`src/rtl/cache_arb.sv`:
```
// Arbiter sharing one cache front-end port between N_REQ valid/ready requesters.
// Define CACHE_ARB_FIXED_PRIO_EN for fixed priority (lowest index wins); default is round-robin.
module cache_arb #(
    parameter int N_REQ     = 2,
    parameter int FE_ADDR_W = 32,
    parameter int FE_DATA_W = 32,
    parameter int FE_NBYTES = FE_DATA_W / 8
) (
    input  logic                           clk,
    input  logic                           reset,
    input  logic [N_REQ-1:0]               s_valid,
    input  logic [N_REQ*FE_ADDR_W-1:0]     s_addr,
    input  logic [N_REQ*FE_DATA_W-1:0]     s_wdata,
    input  logic [N_REQ*FE_NBYTES-1:0]     s_wstrb,
    output logic [N_REQ-1:0]               s_ready,
    output logic [FE_DATA_W-1:0]           s_rdata,
    output logic                           m_valid,
    output logic [FE_ADDR_W-1:0]           m_addr,
    output logic [FE_DATA_W-1:0]           m_wdata,
    output logic [FE_NBYTES-1:0]           m_wstrb,
    input  logic                           m_ready,
    input  logic [FE_DATA_W-1:0]           m_rdata,
    output logic [$clog2(N_REQ)-1:0]       gnt,
    output logic                           busy
);
    // state | meaning
    // IDLE  | no grant held; pick a winner among s_valid for the next cycle
    // BUSY  | requester gnt owns the cache port until m_ready or it drops s_valid
    localparam int GW = $clog2(N_REQ);

    typedef enum logic {IDLE, BUSY} state_t;

    state_t          state;
    logic [GW-1:0]   winner;
    logic [GW-1:0]   cand;
    logic            done;

`ifndef CACHE_ARB_FIXED_PRIO_EN
    logic [GW-1:0]   ptr;
    logic            found;

    always_comb begin
        winner = '0;
        cand   = '0;
        found  = 1'b0;
        for (int k = 0; k < N_REQ; k++) begin
            cand = GW'((int'(ptr) + k) % N_REQ);
            if (!found && s_valid[cand]) begin
                winner = cand;
                found  = 1'b1;
            end
        end
    end
`else
    // Scan downward so the lowest valid index is the last assignment.
    always_comb begin
        winner = '0;
        cand   = '0;
        for (int k = N_REQ - 1; k >= 0; k--) begin
            cand = GW'(k);
            if (s_valid[cand]) winner = cand;
        end
    end
`endif

    assign busy    = (state == BUSY);
    assign m_valid = busy && s_valid[gnt];
    assign done    = m_valid && m_ready;

    always_comb begin
        m_addr  = '0;
        m_wdata = '0;
        m_wstrb = '0;
        s_ready = '0;
        s_rdata = '0;
        if (m_valid) begin
            m_addr  = s_addr[gnt*FE_ADDR_W +: FE_ADDR_W];
            m_wdata = s_wdata[gnt*FE_DATA_W +: FE_DATA_W];
            m_wstrb = s_wstrb[gnt*FE_NBYTES +: FE_NBYTES];
        end
        if (done) begin
            s_ready[gnt] = 1'b1;
            s_rdata      = m_rdata;
        end
    end

    always_ff @(posedge clk) begin
        if (!reset) begin
            state <= IDLE;
            gnt   <= '0;
`ifndef CACHE_ARB_FIXED_PRIO_EN
            ptr   <= '0;
`endif
        end else begin
            case (state)
                IDLE: begin
                    if (|s_valid) begin
                        gnt   <= winner;
                        state <= BUSY;
                    end
                end
                BUSY: begin
                    if (done) begin
                        state <= IDLE;
`ifndef CACHE_ARB_FIXED_PRIO_EN
                        ptr   <= GW'((int'(gnt) + 1) % N_REQ);
`endif
                    end else if (!s_valid[gnt]) begin
                        // Requester withdrew its request: release without moving the pointer.
                        state <= IDLE;
                    end
                end
                default: state <= IDLE;
            endcase
        end
    end
endmodule

```
`config.mk`:
```
export PLATFORM = sky130hd
export DESIGN_NAME = cache_arb
export DESIGN_NICKNAME = d
export VERILOG_FILES = /design/src/rtl/cache_arb.sv
export SDC_FILE = /design/constraint.sdc
export NUM_CORES = 1
export LEC_CHECK = 0
export CAP_MARGIN = 20
export CORE_AREA = 2 2 106 108
export DETAILED_ROUTE_END_ITERATION = 10
export DIE_AREA = 0 0 108 110
export PLACE_DENSITY_LB_ADDON = 0.15
export SLEW_MARGIN = 20
export SYNTH_ARGS = -nofsm -noshare
export SYNTH_HDL_FRONTEND = slang
export SYNTH_SLANG_ARGS = --single-unit
```
`constraint.sdc`:
```
create_clock -name clk -period 1.9 [get_ports clk]
set_clock_uncertainty 0.15 [all_clocks]
set_input_delay 0.38 -clock clk [delete_from_list [all_inputs] [get_ports clk]]
set_output_delay 0.38 -clock clk [all_outputs]
set_load 0.03 [all_outputs]
```
==> results.toml <==
[status]
status = "finished, violations left"
violations = "setup timing"

[routing]
final_antenna_net_count = 0
first_pass_iters = 4
via_per_inst = 4.08
wire_per_inst_um = 15.6
vias = 2624
drt-initial-drc-count = 72
drc = 0
wl_mm = 10.1

[final_layout]
area_growth_pct = 275
layout_common_cells = "clkdlybuf4s50_1 (170), buf_6 (64), mux2i_1 (57), buf_4 (48), nor2_1 (39)"
drive_above_1_share = 0.437
stdcell_area_mm2 = 0.00525
layout_commonest_cell = "clkdlybuf4s50_1"
fin_nets = 677
antenna_cells = 0
finalNonFillerCells = 643
fillCellCount = 999

[clock_network]
clock-root-buffer = "clkbuf_8"
cts_buffers = 3
clock_path_buffers = 2
cts_tree = "built"
cts_hold_buf = 0
clkTransAtPathRegs_ps = 30
cts.sinks = 3
clk_latency_ps = 210
cts-htree-levels = 1

[place]
dp_slack_ps = -376
dp.cells = 624
detailed_place_hpwl_mm = 7.03
io_buffers = 277
postPlaceCellArea_mm2 = 0.00440
gp_congestion = 0.734

[floorplan]
die_x_um = 108
start_util = 0.131
pin_count = 278
core-area_mm2 = 0.0107
dieArea_mm2 = 0.0119
die-height_um = 110
fp-row-count = 38

[worst_setup_path]
cp_max_fo = 7
r2r_end = "busy"
cp_data_arrival_time_ps = 1550
regToRegSetupSlack_ps = 580
timing.rr.start = "gnt"
critPathLaunchType = "register"
crit_family = "buffers and inverters"
criticalPathCategory = "reg2out"
ff2ff_path_depth = 5
slowest_stage = "dfxtp_4"
cp-end-kind = "output port"
cpPeakStageDelay_ps = 370
worstPathRequired_ps = 1370
cp_num_buf_inv = 3
path_cells = "mux2i_4 -> nand2b_4 -> buf_12 -> buf_16 -> nor2_1 -> buf_4"

[synth]
yosys-top-cells-area = "mux2i_1 (49%), nor2_1 (19%), and2_1 (15%), buf_2 (4.3%), dfxtp_1 (4.3%)"
syn_nets = 383
avgSynthCellArea_um2 = 6.67
synth_seq_area_share = 0.0429
yosysWarnings = 0
synth_top_area_cell = "mux2i_1"
ys_ff_latch = 3
synth_cells = 210
syn_area_mm2 = 0.00140
yosysTopAreaCellShare = 0.493
synth.distinct_cells = 17

[min_path]
hold_start = "ptr"
whs_path_depth = 2
hold-path-endpoint = "ptr"
hold_class = "reg2reg"

[job]
drv_cap = 0

[sta]
fmax_mhz = 482
finalMaxSlewViolations = 0
worst_hold_slack_ps = 419
rsz0062_at_grt = "true"
period_share = 1.09
finalSetupViolations = 101
fin_ws_ps = -177
tightest_slew_ps = 332
slew-limit-headroom = 0.778
hold_violations = 0
setup_tns_ps = -12580
min_period_ps = 2080

[global_route]
grt_overflow = 0
grt_use_total = 0.152
grt_antenna_before_repair = 0
grt_pass1_wl_mm = 13.9
grt_max_degree = 18
grt_pass1_vias = 2717

[power]
ir_drop_uv = 180
cellPowerDensity_mw_per_mm2 = 294
static-leakage-power_nw = 2.12
## state kept, by name (all words and copies together), names as in the netlist
signal,count
busy,1
ptr,1
gnt,1
## cells in the mapped netlist
library cell	n
buf_4	2
inv_1	4
a21boi_0	1
nand2_1	2
buf_2	12
a31oi_1	1
o211ai_1	1
nor2_1	71
and2_1	33
mux2i_1	69
buf_6	1
o22ai_1	1
o21ai_0	2
clkbuf_1	4
nand2b_1	1
nor3_1	2
dfxtp_1	3
## power by group
group          switching (W)   total, W  internal (W)
Clock              0.0000400   0.000183      0.000143
Sequential        0.00000550  0.0000734     0.0000679
Combinational       0.000546    0.00129      0.000743
## stage by stage
step	util	total power (W)
3_3_place_gp	0.411	0.00113
4_1_cts	0.493	0.00157
6_report	0.491	0.00155
3_5_place_dp	0.411	0.00114
5_1_grt	0.491	0.00163
2_1_floorplan	-	0.000538
## worst min-delay path, stage by stage (launching register included)
cell and delay, ps:
dfxtp_1 310, a31oi_1 150, nor3_1 60
## worst max path at each step
| stage | slack, ps | endpoint | from | cells after the start |
|---|---|---|---|---|
| 3_3_place_gp | -360 | m_valid | s_valid[0] | 6 |
| 2_1_floorplan | -130 | m_valid | gnt | 7 |
| 4_1_cts | -180 | s_rdata[18] | gnt | 7 |
| 5_1_grt | -260 | m_wdata[3] | gnt | 6 |
| 3_5_place_dp | -380 | m_valid | s_valid[1] | 6 |
| 6_report | -180 | m_wdata[3] | gnt | 6 |
## per-layer routing
| layer | wire length [um] | vias to the layer above | global-route usage |
|---|---|---|---|
| met2 | 5540 | 161 | 0.320 |
| met3 | 1100 | 4 | 0.0523 |
| met1 | 3360 | 1176 | 0.147 |
| li1 | - | 1283 | - |
| met5 | 0 | - | 0 |
| met4 | 54 | 0 | 0.0110 |
## cell type report
| cell class | count | area (um2) | area share |
|---|---|---|---|
| clock buffers | 4 | 45.0 | 0.00858 |
| inverters | 4 | 18.8 | 0.00357 |
| multi-input cells | 184 | 1600 | 0.304 |
| flip-flops and latches | 3 | 65.1 | 0.0124 |
| well taps | 140 | 175 | 0.0334 |
| repair buffers | 308 | 3350 | 0.638 |
## logic make-up after synthesis
kind of cell | synth area share
AND/OR/NAND/NOR | 0.354
multiplexers | 0.493
buffers and inverters | 0.0830
AO/OA/AOI/OAI | 0.0268
flip-flops | 0.0429
## what timing repair did
action | CTS | global route
cloned | 11 | 0
endpoints found under the setup margin | 103 | 101
resized for setup | 134 | 30
pin swaps | 23 | 24
buffers inserted | 10 | 0
Power figures use the tool's default switching activity.
